## config.mk

```make
export PLATFORM = sky130hd
export DESIGN_NAME = mac_seq_ctrl
export DESIGN_NICKNAME = d
export VERILOG_FILES = /design/src/rtl/mac_seq_ctrl.sv
export SDC_FILE = /design/constraint.sdc
export NUM_CORES = 1
export LEC_CHECK = 0
export BUFFER_PORTS_ARGS = -buffer_cell sky130_fd_sc_hd__buf_2
export CAP_MARGIN = 20
export CORE_UTILIZATION = 40
export DETAILED_ROUTE_END_ITERATION = 6
export PLACE_DENSITY = 0.68
export SYNTH_ARGS = -nofsm -noshare
export SYNTH_HDL_FRONTEND = slang
export SYNTH_SLANG_ARGS = --single-unit
```

## constraint.sdc

```tcl
create_clock -name clk -period 5.3 [get_ports clk]
set_input_delay 0.795 -clock clk [delete_from_list [all_inputs] [get_ports clk]]
set_output_delay 0.795 -clock clk [all_outputs]
set_load 0.005 [all_outputs]
```

## src/rtl/mac_seq_ctrl.sv

```systemverilog
// rtl/mac_seq_ctrl.sv - operand FIFO and accumulation sequencer feeding an external MAC
module mac_seq_ctrl #(
  parameter int bw         = 4,
  parameter int psum_bw    = 16,
  parameter int len_bw     = 5,
  parameter int fifo_depth = 4,
  parameter int mac_lat    = 1
) (
  input  logic               clk,
  input  logic               reset_n,
  input  logic               start,
  input  logic [len_bw-1:0]  len,
  output logic               busy,
  input  logic               in_valid,
  output logic               in_ready,
  input  logic [bw-1:0]      in_a,
  input  logic [bw-1:0]      in_b,
  output logic [bw-1:0]      mac_a,
  output logic [bw-1:0]      mac_b,
  output logic [psum_bw-1:0] mac_c,
  input  logic [psum_bw-1:0] mac_out,
  output logic               out_valid,
  input  logic               out_ready,
  output logic [psum_bw-1:0] out_psum
);

  localparam int ptr_bw = (fifo_depth > 1) ? $clog2(fifo_depth) : 1;
  localparam int cnt_bw = ptr_bw + 1;
  localparam int lat_bw = $clog2(mac_lat + 1);

  typedef enum logic [1:0] {
    S_IDLE,
    S_ISSUE,
    S_WAIT,
    S_DONE
  } state_t;

  state_t              state;
  logic [psum_bw-1:0]  psum;
  logic [len_bw-1:0]   remaining;
  logic [lat_bw-1:0]   wait_cnt;

  logic [bw-1:0]       fifo_a [fifo_depth];
  logic [bw-1:0]       fifo_b [fifo_depth];
  logic [ptr_bw-1:0]   wr_ptr;
  logic [ptr_bw-1:0]   rd_ptr;
  logic [cnt_bw-1:0]   count;
  logic                full;
  logic                empty;
  logic                push;
  logic                pop;

  assign full     = (count == cnt_bw'(fifo_depth));
  assign empty    = (count == '0);
  assign in_ready = !full;
  assign push     = in_valid && !full;
  assign pop      = (state == S_ISSUE) && !empty;
  assign busy     = (state != S_IDLE);

  // Storage has no reset; only the pointers and count define what is valid.
  always_ff @(posedge clk) begin
    if (push) begin
      fifo_a[wr_ptr] <= in_a;
      fifo_b[wr_ptr] <= in_b;
    end
  end

  always_ff @(posedge clk) begin
    if (!reset_n) begin
      wr_ptr <= '0;
      rd_ptr <= '0;
      count  <= '0;
    end else begin
      if (push) wr_ptr <= ptr_bw'(wr_ptr + 1'b1);
      if (pop)  rd_ptr <= ptr_bw'(rd_ptr + 1'b1);
      if (push && !pop)      count <= cnt_bw'(count + 1'b1);
      else if (pop && !push) count <= cnt_bw'(count - 1'b1);
    end
  end

  always_ff @(posedge clk) begin
    if (!reset_n) begin
      state     <= S_IDLE;
      psum      <= '0;
      remaining <= '0;
      wait_cnt  <= '0;
      mac_a     <= '0;
      mac_b     <= '0;
      mac_c     <= '0;
      out_valid <= 1'b0;
      out_psum  <= '0;
    end else begin
      case (state)
        S_IDLE: begin
          if (start) begin
            remaining <= len;
            psum      <= '0;
            if (len == '0) begin
              state     <= S_DONE;
              out_valid <= 1'b1;
              out_psum  <= '0;
            end else begin
              state <= S_ISSUE;
            end
          end
        end
        S_ISSUE: begin
          if (!empty) begin
            mac_a    <= fifo_a[rd_ptr];
            mac_b    <= fifo_b[rd_ptr];
            mac_c    <= psum;
            wait_cnt <= lat_bw'(mac_lat);
            state    <= S_WAIT;
          end
        end
        S_WAIT: begin
          wait_cnt <= lat_bw'(wait_cnt - 1'b1);
          // mac_out is sampled on the last latency cycle; the last pair goes straight to DONE.
          if (wait_cnt == lat_bw'(1)) begin
            psum      <= mac_out;
            remaining <= len_bw'(remaining - 1'b1);
            if (remaining == len_bw'(1)) begin
              state     <= S_DONE;
              out_valid <= 1'b1;
              out_psum  <= mac_out;
            end else begin
              state <= S_ISSUE;
            end
          end
        end
        S_DONE: begin
          if (out_ready) begin
            out_valid <= 1'b0;
            state     <= S_IDLE;
          end
        end
        default: state <= S_IDLE;
      endcase
    end
  end

endmodule
```

Word-level counts from Yosys, hierarchy flattened
Memory sizes are Yosys's and may differ from the RTL's. A register that Yosys moved wholly into a read port is not among the register bits. Index checks and enable logic that the tools add are counted.

Memories kept: 2. Word-level logic and storage cells: 84. Flip-flop bits (word level): 64. Bits in writable memories: 32. Output and inout port bits: 43.

Multiplexer cells: 30. Eq/ne operators: 11. Reduce and logical (&&, ||, !) cells: 24. Bitwise operators: 1. Add/subtract/negate cells: 6.

Memory list: fifo_a (words 4, width 4, rd ports 1, clocked after memory_dff 1, wr ports 1, line 43) `logic [bw-1:0] fifo_a [fifo_depth];`; fifo_b (words 4, width 4, rd ports 1, clocked after memory_dff 1, wr ports 1, line 44) `logic [bw-1:0] fifo_b [fifo_depth];`.

Operators by type and width (number): 16-bit two-way mux (6); 16-bit case mux with 2 select lines (2); 2-bit two-way mux (6); 2-bit inequality test, second input constant (6); 5-bit two-way mux (2); 5-bit case mux with 2 select lines (1); 1-bit two-way mux (8); 2-bit case mux with 4 select lines (1); 2-bit nonzero test (4); 1-bit logical NOT (6); 3-bit two-way mux (2); 6-bit AND reduction (1); 5-bit by 1-bit == test with 1-bit output, second input constant (1); 5-bit logical NOT (1); 5-bit AND reduction (1); 5-bit by 1-bit subtractor with 5-bit output, second input constant (1); 2-bit by 1-bit adder with 2-bit output, second input constant (2); 2-bit == test, second input constant (2); 1-bit logical AND (4); 2-bit AND reduction (2); 4-bit AND reduction (1); 3-bit by 1-bit adder with 3-bit output, second input constant (1); 3-bit == test, second input constant (1); 3-bit logical NOT (1); other kinds (9) (9).

Longest topological paths before layout
Gate-level depths: netlist of the first run.

Depth after elaboration: 7. Depth in mapped cells: 10. Mapped depth without buffers: 9.

Worst setup path before layout of the first run
Ideal clock, no wire load.

Path type: reg-to-reg. From: register count[2]. To: register count[2]. Setup slack: 2.945 ns. Buffers on the path: 1. Library setup time: 0.076 ns. Data required time: 5.224 ns. Stages on the path, launching flop included: 11. Arrival time: 2.279 ns. Cells stage by stage: dfxtp_1 > o31ai_2 > nor2_2 > inv_2 > buf_2 > ha_1 > inv_1 > fa_1 > xor2_1 > or3_1 > a21boi_0.

Cells in the longest elaborated chain, start to end: 6.

RTL lines: start, declared (line 47) `logic [cnt_bw-1:0] count;`; start signal, assigned (line 76) `if (push && !pop) count <= cnt_bw'(count + 1'b1);`; start signal, assigned (line 77) `else if (pop && !push) count <= cnt_bw'(count - 1'b1);`; branches (longest 6 deep; another with 3-bit by 1-bit subtractor with 3-bit output).

Several ways; the timed one is not identified. The select of a mux whose other input is x is not followed. A chain may end at the register's enable or synchronous reset.

Worst setup path in the final report of the first run
From: register state[0]. To: register count[2].

Cells in the longest elaborated chain, start to end: 5.

RTL lines: start, declared (line 38) `state_t state;`; start signal, assigned (line 83) `state <= S_IDLE;`; start signal, assigned (line 99) `state <= S_DONE;`; start signal, assigned (line 103) `state <= S_ISSUE;`; 2-bit by 1-bit == test with 1-bit output (*) (line 57) `assign pop = (state == S_ISSUE) && !empty;`; 1-bit logical AND (*) (line 57); 1-bit logical NOT (line 76); 1-bit logical AND (line 76); 3-bit two-way mux or 2-bit nonzero test (tied branches).

Every way passes the cells marked *; elsewhere a longest branch is shown, timed or not.

==> run metrics, run 1 <==
ys async rst share 0; met2 WL 4.284 mm; pwr dens 386.1 nW/um^2; Avg Synthesized Cell Area 10.76 um^2; startpoint type of the worst setup path register; Clock Skew 15.36 ps; post-synth top area share 0.3292; Top Ports 77; routed via count 3090; sw frac 0.3100; CP Capture Type register; sequential share of the synthesized area 0.5487; VDD IR max 186.6 uV; most numerous cell in the Yosys netlist nand2_1; Post-CTS Setup Inserts 0; R2R cell count 9; fin crit share 0.6174; share of post-route cells with drive strength above 1 0.2463; routability cong. 0.8281; Synth area leaders dfxtp_1 (33%), edfxtp_1 (22%), nand2_1 (7.9%); DRT Pass-1 Iters 6; clock tree from TritonCTS built; die width 106.6 um; Hold Buf Count CTS 0; drt drc 0; Cell variety after synth 54; routed length on met3 355 um; Ant. Diodes 0; Via density 5.057; Synth warnings 0; Clock Sinks 104; crit path kind register to register; WL/cell 14.52 um; Final Max Tran Viols 0; origin of the worst min-delay path psum[1]; Die H 106.6 um; port bufs 76; Met1 Wirelength 4.106 mm; Flop pwr share 0.513; Post-synth EDFFs 32; Yosys top cell by area dfxtp_1; arrival time worst endpoint 3560 ps; #FFs+latches synth 104; row count 37; hpwl dp 6.100 mm; RR Endpoint count[2]; initial antenna violation count 0; Placed Cells 595; Peak Freq 305.6 MHz; CTS root buf clkbuf_8; Tightest Hold Check Type register to register; Finished Layout Cells 611; status finished, final reports clean; GRT Resource Usage Total 0.1670; Hold Slack 455.4 ps; Worst Path Max Fanout 27; Switch Pwr 600.6 uW; DR iter-0 viols 179; Final nets 512; Num CTS Buffers 9; highest routed metal layer met4; Pleak 1.900 nW; Final TNS setup 0 ps; Finish-stage setup viols 0; clock power share 0.269; worst reg-to-reg setup slack 2030 ps; first-pass GRT wire length 14.88 mm; worst endpoint required time 5590 ps; Resized cells post-CTS 0; DRT antenna net count 0; Post-Syn Area 4378 um^2; Logic pwr share 0.218; worst-margin pin slew 998.9 ps; global route total overflow 0; WHS Endpoint mac_c[1]; Reg-to-Reg Start state[0]; min cycle time layout 3272 ps; H-tree depth 3; final core area utilization 0.4796; layout overhead on the synthesized area 14.60%; Starting Density 0.4184; vias in the first global route 3130; post-synth net total 449; Reg clk slew, reported paths 100 ps; worst-case clock buffer depth 2; worst hold path depth 2; Fin. Hold Viols 0; Slew HR 0.3334; maxcap violations 0; RSZ-0062 raised after global routing no; largest net degree at the start of global routing 89; Worst-Skew Late Latency 370 ps; drt total wl 8.874 mm; top cells by count, synth nand2_1 (92), dfxtp_1 (72), a21boi_1 (38), nand3_1 (35), edfxtp_1 (32); post-synthesis cell count 407; Core ar. 10460 um^2; Main synth FF type dfxtp_1; Power Internal 1.337 mW; die area 11370 um^2
[worst max-delay path by stage]
stage | from | cells after the start | endpoint
after detailed placement | state[0] | 9 | count[2]
after floorplan | count[2] | 10 | count[2]
after CTS | state[0] | 9 | count[2]
after global routing | state[0] | 9 | count[2]
final | state[0] | 9 | count[2]
after global placement | state[0] | 9 | count[2]
[power by group through the flow]
| stage | combinational (mW) | sequential [mW] | clock, mW |
|---|---|---|---|
| finish | 0.422 | 0.994 | 0.521 |
| global route | 0.474 | 1.01 | 0.562 |
| CTS | 0.429 | 0.994 | 0.532 |
| detailed placement | 0.428 | 1.01 | 0 |
| global placement | 0.414 | 1.01 | 0 |
| floorplan | 0.356 | 0.968 | 0 |
[state kept, by name, summed over array words and instances, names as in the netlist]
| register | count |
|---|---|
| psum | 16 |
| mac_c | 16 |
| count | 3 |
| fifo_b | 16 |
| rd_ptr | 2 |
| state | 2 |
| mac_a | 4 |
| fifo_a | 16 |
| out_psum | 16 |
| wr_ptr | 2 |
| wait_cnt | 1 |
| out_valid | 1 |
| remaining | 5 |
| mac_b | 4 |
[layout make-up]
cell class                 instances  area, um^2
timing repair buffer              79       402.9
clock inverter                     5       60.06
sequential                       104        2402
fill                             994        5445
multi-input combinational        268        1799
clock buffer                      11       152.6
inverter                           8       30.03
tap                              136       170.2
[cells in the final DEF, fill, tap and decap left out, drive strengths merged, types with 2 or more instances in the layout]
| cell type | n |
|---|---|
| o31ai | 2 |
| buf | 79 |
| ha | 7 |
| a21oi | 5 |
| o21a | 2 |
| o211a | 2 |
| xnor2 | 3 |
| nand2b | 2 |
| dfxtp | 72 |
| nand2 | 92 |
| and2 | 8 |
| xor2 | 2 |
| nor2b | 4 |
| a21boi | 46 |
| nand3 | 36 |
| nor4b | 2 |
| edfxtp | 32 |
| nor2 | 8 |
| mux2i | 18 |
| o21ai | 5 |
| inv | 10 |
| clkbuf | 11 |
| nor3 | 2 |
| mux4 | 8 |
| o311a | 2 |
[cells by family (layout without fill, tap and decap cells)]
kind of cell             Yosys count  after routing  share of synthesized area
multiplexers                      27             27                    0.08488
XOR/XNOR                           5              5                    0.01000
buffers and inverters             35            103                    0.04087
adder cells (fa/ha/maj)            8              8                    0.02458
AO/OA/AOI/OAI                     67             67                     0.1166
flip-flops                       104            104                     0.5487
AND/OR/NAND/NOR                  161            161                     0.1743
[per-stage QoR]
stage / area, um^2 / power (mW) / setup slack (ps)
5_1_grt: 5017 / 2.044 / 1691
6_report: 5017 / 1.937 / 2028
3_3_place_gp: 4805 / 1.420 / 2178
2_1_floorplan: 4378 / 1.325 / 2945
4_1_cts: 5017 / 1.955 / 1996
3_5_place_dp: 4805 / 1.439 / 2034
[layer usage]
metal	vias up	track usage
met5	-	0
met4	0	0.05871
met3	12	0.03100
met2	66	0.2843
met1	1479	0.2121
li1	1533	-
[worst max-delay path, cell delays in order (launching register included)]
cell      delay [ps]
dfxtp_1          660
o31ai_2          180
nor2_2           790
inv_2            440
ha_1             350
inv_1             70
fa_1             170
xor2_1            70
or3_1            300
a21boi_0         150
Note: power is estimated with default switching activity, not from simulation.
==> inputs of run 2 (changes only) <==
ABC_AREA = 1   (was not set)
clock period = 3.3 ns   (was 5.3 ns; I/O delays follow)
==> run metrics, run 2 <==
status finished, final reports clean; Resized cells post-CTS 0 (unchanged); worst-case clock buffer depth 2 (unchanged); Reg-to-Reg Start count[0]; arrival time worst endpoint 2300 ps (-1260 ps); Finish-stage setup viols 0 (unchanged); Pleak 2.288 nW (+20%); commonest non-fill, non-tap cell in the layout nor2_1; Post-CTS Setup Inserts 0 (unchanged); VDD IR max 358.4 uV (+92%); Final Max Tran Viols 0 (unchanged); largest family of logic cells by synthesized area simple AND/OR/NAND/NOR gates; DRT Pass-1 Iters 4 (-2); min cycle time layout 2009 ps (-1264 ps); Synth area leaders dfxtp_1 (33%), edfxtp_1 (22%), nor2_1 (12%); met2 Resource Use GR 0.2923 (+0.007918); Placement Setup Slack 1287 ps (-747.5 ps); Most Crowded Layer GR met2; sw frac 0.3732 (+0.06320); post-synthesis cell count 524 (+29%); drt drc 0 (unchanged); Flop pwr share 0.464 (-0.049); CTS root buf clkbuf_8; die area 11240 um^2 (-1.1%); Clock Sinks 104 (unchanged); clock tree from TritonCTS built; die width 106.0 um (-0.56%); Synth Area in Adders 0.02486 (+0.0002842); top cells by count, synth nor2_1 (135), dfxtp_1 (72), nand2_1 (62), o21ai_0 (61), inv_1 (58); row count 37 (unchanged); share of post-route cells with drive strength above 1 0.1751 (-0.07123); Power Internal 2.591 mW (+94%); #FFs+latches synth 104 (unchanged); Avg Synthesized Cell Area 8.259 um^2 (-23%); Yosys top cell by area dfxtp_1; port bufs 76 (unchanged); post-synth top area share 0.3330 (+0.003807); Main synth FF type dfxtp_1; RSZ-0062 raised after global routing no; startpoint type of the worst setup path register; crit path kind register to register; post-synth net total 566 (+26%); maxcap violations 0 (unchanged); first-pass GRT wire length 15.45 mm (+3.9%); Clock Skew 10.50 ps (-4.854 ps); Hold Slack 343.5 ps (-111.9 ps); Hold Buf Count CTS 0 (unchanged); PnR worst setup slack 1291 ps (-736.2 ps); most frequent cells in the layout nor2_1 (135), buf_2 (76), dfxtp_1 (72); XOR/XNOR share of the synthesized area 0.002024 (-0.007979); Post-synth EDFFs 32 (unchanged); Via density 4.774 (-5.6%); Post-Syn Area 4328 um^2 (-1.1%); Top Ports 77 (unchanged); Die H 106.0 um (-0.56%); Worst-Skew Late Latency 360 ps (about the same); global route total overflow 0 (unchanged); Final nets 631 (+23%); clock power share 0.195 (-0.074); Core ar. 10420 um^2 (-0.44%); routability cong. 0.8147 (-1.6%); DRT antenna net count 0 (unchanged); most numerous cell in the Yosys netlist nor2_1; initial antenna violation count 0 (unchanged); Synth warnings 0 (unchanged); Logic pwr share 0.341 (+0.123); largest net degree at the start of global routing 41 (-54%); WL/cell 12.47 um (-14%); fin crit share 0.6087 (-0.008758); Tightest Hold Check Type input pin to register; drt total wl 9.102 mm (+2.6%); layout overhead on the synthesized area 14.98%; M1 GR Usage 0.2217 (+0.009626); CP Capture Type register; H-tree depth 3 (unchanged); routed via count 3485 (+13%); vias in the first global route 3415 (+9.1%); ys async rst share 0 (unchanged); Fin. Hold Viols 0 (unchanged); Cell variety after synth 27 (-50%); Peak Freq 497.9 MHz (+63%); pwr dens 830.6 nW/um^2 (+120%); Ant. Diodes 0 (unchanged); hpwl dp 6.410 mm (+5.1%); GRT met3 Usage 0.02820 (-0.002799); GRT Resource Usage Total 0.1723 (+0.005305); critical path launch point count[0]; Starting Density 0.4155 (-0.002945); Fill cells 1024 (+3.0%); Simple-Gate Fraction of Synth Area 0.2151 (+0.04076); Final TNS setup 0 ps (unchanged); sequential share of the synthesized area 0.5551 (+0.006346); mux cell area share after synthesis 0.002313 (-0.08257); origin of the worst min-delay path in_b[2]; worst-margin pin slew 841.5 ps (-157.3 ps); Reg clk slew, reported paths 100 ps (about the same); DR iter-0 viols 190 (+6.1%); Worst Path Max Fanout 9 (-67%); Num CTS Buffers 9 (unchanged); Switch Pwr 1.543 mW (+160%); Compound-Gate Fraction of Synth Area 0.1191 (+0.002505); Slew HR 0.4369 (+0.1035); worst endpoint required time 3590 ps (-2000 ps)
==> run 2: cell families (layout without fill, tap and decap cells) <==
family / count (synthesis) / count (layout)
XOR/XNOR: 1 / 1
adder cells (fa/ha/maj): 8 / 8
flip-flops: 104 / 104
multiplexers: 1 / 1
AO/OA/AOI/OAI: 100 / 100
buffers and inverters: 86 / 156
AND/OR/NAND/NOR: 224 / 224
==> run 2: layer usage <==
metal  up-vias  share of wire
met2        91           0.47
met4         0          0.014
li1       1802              -
met5         -              0
met1      1580           0.46
met3        12          0.048
==> run 2: power by group through the flow <==
stage	sequential [mW]	combinational (mW)	clock [mW]
after floorplan	1.90	1.03	0
after global placement	1.94	1.38	0
after detailed placement	1.95	1.42	0
after CTS	1.92	1.42	0.819
after global routing	1.97	1.65	0.864
final	1.92	1.41	0.806
==> run 2: layout make-up <==
cell class	instances	area (um^2)	area share
multi-input combinational	334	1573	0.3161
timing repair buffer	78	395.4	0.07946
tap	136	170.2	0.03420
sequential	104	2402	0.4828
inverter	62	232.7	0.04677
clock inverter	7	78.83	0.01584
clock buffer	9	123.9	0.02489
==> run 2: worst paths after layout <==
path / endpoint / slack, ps / depth (start not counted)
setup reg to reg: count[2] / 1290 / 12
hold / removal: fifo_b[3][2] / 340 / 1
hold reg to reg: psum[6] / 470 / 2
setup / recovery: count[2] / 1290 / 12
==> run 2: through the flow <==
step / util / cells / power (mW) / instance area, um^2
floorplan: - / 524 / 2.924 / 4328
global placement: 0.4583 / 714 / 3.320 / 4773
detailed placement: 0.4583 / 714 / 3.369 / 4773
CTS: 0.4777 / 730 / 4.164 / 4976
global route: 0.4777 / 730 / 4.482 / 4976
finish: 0.4777 / 730 / 4.133 / 4976
==> run 2: critical path: stages, from the launching register on <==
cell,delay (ps)
dfxtp_1,380
inv_1,90
nand3_1,90
nand2_1,200
inv_1,130
ha_1,150
inv_1,70
fa_1,400
nor2_1,120
nor2_1,40
nand2_1,70
o21ai_0,70
a21oi_1,140
==> inputs of run 3 (changes only) <==
ABC_AREA = 0   (was 1)
PLACE_DENSITY = 0.71   (was 0.68)
clock period = 1.7 ns   (was 3.3 ns; I/O delays follow)
==> run metrics, run 3 (synthesis gave the netlist of run 1 again) <==
status complete, but fails checks; failing checks setup timing; drt total wl 8.981 mm (-1.3%); Tightest Hold Check Type input pin to register; die area 11370 um^2 (+1.1%); register area 2414 um^2 (+0.47%); Num CTS Buffers 9 (unchanged); DR iter-0 viols 142 (-25%); worst endpoint required time 1990 ps (-1600 ps); Starting Density 0.4184 (+0.002945); initial antenna violation count 0 (unchanged); Fill cells 959 (-6.3%); Die H 106.6 um (+0.56%); min cycle time layout 1926 ps (-83.01 ps); PnR worst setup slack -225.6 ps (-1517 ps); Hold Buf Count CTS 0 (unchanged); H-tree depth 3 (unchanged); clock tree from TritonCTS built; row count 37 (unchanged); share of post-route cells with drive strength above 1 0.3121 (+0.1370); drt drc 0 (unchanged); worst-case clock buffer depth 2 (unchanged); Clock Sinks 104 (unchanged); Via density 5.070 (+6.2%); Worst-Skew Late Latency 370 ps (about the same); CP Capture Type register; Pwr Total 6.527 mW (+58%); arrival time worst endpoint 2220 ps (-80 ps); worst-margin pin slew 488.0 ps (-353.5 ps); Clock Skew 8.918 ps (-1.584 ps); most frequent cells in the layout nand2_1 (92), buf_2 (76), dfxtp_1 (67); WL/cell 14.05 um (+13%); RSZ-0062 raised after global routing yes; die width 106.6 um (+0.56%); largest net degree at the start of global routing 42 (+2.4%); CTS root buf clkbuf_8; commonest non-fill, non-tap cell in the layout nand2_1; pwr dens 1212 nW/um^2 (+46%); Final Max Tran Viols 0 (unchanged); Top Ports 77 (unchanged); final core area utilization 0.5147 (+0.03699); maxcap violations 0 (unchanged); Critical Path Max Stage Delay 370 ps (-30 ps); Peak Freq 519.3 MHz (+4.3%); DRT Pass-1 Iters 6 (+2); routed via count 3240 (-7.0%); Slew HR 0.6742 (+0.2373); Critical-path top delay cell dfxtp_4; first-pass GRT wire length 14.59 mm (-5.5%); Final nets 540 (-14%); Reg clk slew, reported paths 90 ps (about the same); Fin. Hold Viols 0 (unchanged); global route total overflow 0 (unchanged); routability cong. 0.8199 (+0.64%); Worst Path Max Fanout 3 (-6); DRT antenna net count 0 (unchanged); crit path kind register to register; GRT Resource Usage Total 0.1658 (-0.006512); Ant. Diodes 0 (unchanged); multi-input logic area 1851 um^2 (+18%); Finish-stage setup viols 1 (+1); startpoint type of the worst setup path register; layout overhead on the synthesized area 23.01%; port bufs 76 (unchanged); Placement Setup Slack -249.9 ps (-1537 ps); Core ar. 10460 um^2 (+0.44%); vias in the first global route 3135 (-8.2%); VDD IR max 463.4 uV (+29%); Final TNS setup -225.6 ps (-225.6 ps); Pleak 2.087 nW (-8.8%); fin crit share 1.133 (+0.5240); hpwl dp 6.356 mm (-0.83%); CP Cell Sequence o31ai_4 -> nor2_4 -> inv_4 -> ha_4 -> inv_2 -> fa_2 -> xor2_1 -> or3_1 -> a21boi_1
==> run 3: changes by cell type in the layout (fill, tap and decap cells not counted), sizes merged, moves of 8 or more <==
cell    change
inv        -54
nand3      +17
buf        +28
a21oi      -20
nor2      -129
mux4        +8
nand2      +28
o22ai       -8
o21ai      -61
mux2i      +17
a21boi     +46
and2        +8
==> run 3: worst paths after layout <==
check | startpoint | slack (ps) | endpoint | cells after the start
worst max register to register | count[1] | -230 | count[2] | 9
worst min register to register | mac_b[2] | 450 | mac_b[2] | 2
worst max-delay path | count[1] | -230 | count[2] | 9
worst min-delay path | in_a[0] | 100 | fifo_a[3][0] | 1
==> run 3: cell type report <==
class | count | share of cell area
inverter | 8 | 0.006041
multi-input combinational | 268 | 0.3436
tap | 136 | 0.03160
timing repair buffer | 107 | 0.1264
clock buffer | 12 | 0.03067
sequential | 104 | 0.4482
clock inverter | 4 | 0.01348
==> run 3: worst max-delay path, delay by kind of cell (launching register included) <==
| kind | cells | cell delay, ps |
|---|---|---|
| fa+ha+maj | 2 | 480 |
| compound gates | 2 | 390 |
| flops | 1 | 370 |
| simple gates | 2 | 360 |
| xor+xnor | 1 | 160 |
| buf+inv | 2 | 100 |
==> run 3: stage by stage <==
| step | cell area [um^2] | hold slack [ps] | cells |
|---|---|---|---|
| finish | 5385 | 104.6 | 639 |
| global route | 5385 | 88.43 | 639 |
| CTS | 5318 | 79.95 | 635 |
| detailed placement | 5064 | 445.0 | 618 |
| global placement | 5064 | 438.3 | 618 |
| floorplan | 4420 | 353.9 | 407 |
==> run 3: per-layer routing <==
layer,vias to the layer above,global-route usage,share of wire
met2,77,0.2839,0.50
met5,-,0,0
met3,13,0.03708,0.040
met4,0,0.07632,0.018
li1,1594,-,-
met1,1556,0.1980,0.44
==> run 3: report_power, final <==
group	internal [mW]	switching, mW
Sequential	2.83	0.176
Clock	0.952	0.812
Combinational	0.813	0.941
Total	4.60	1.93
==> run 3: repair_timing <==
action	4_1_cts	5_1_grt
gates resized for setup	2	7
pin swaps	2	1
endpoints found under the setup margin	2	15
gates cloned	0	1
setup buffers	1	3
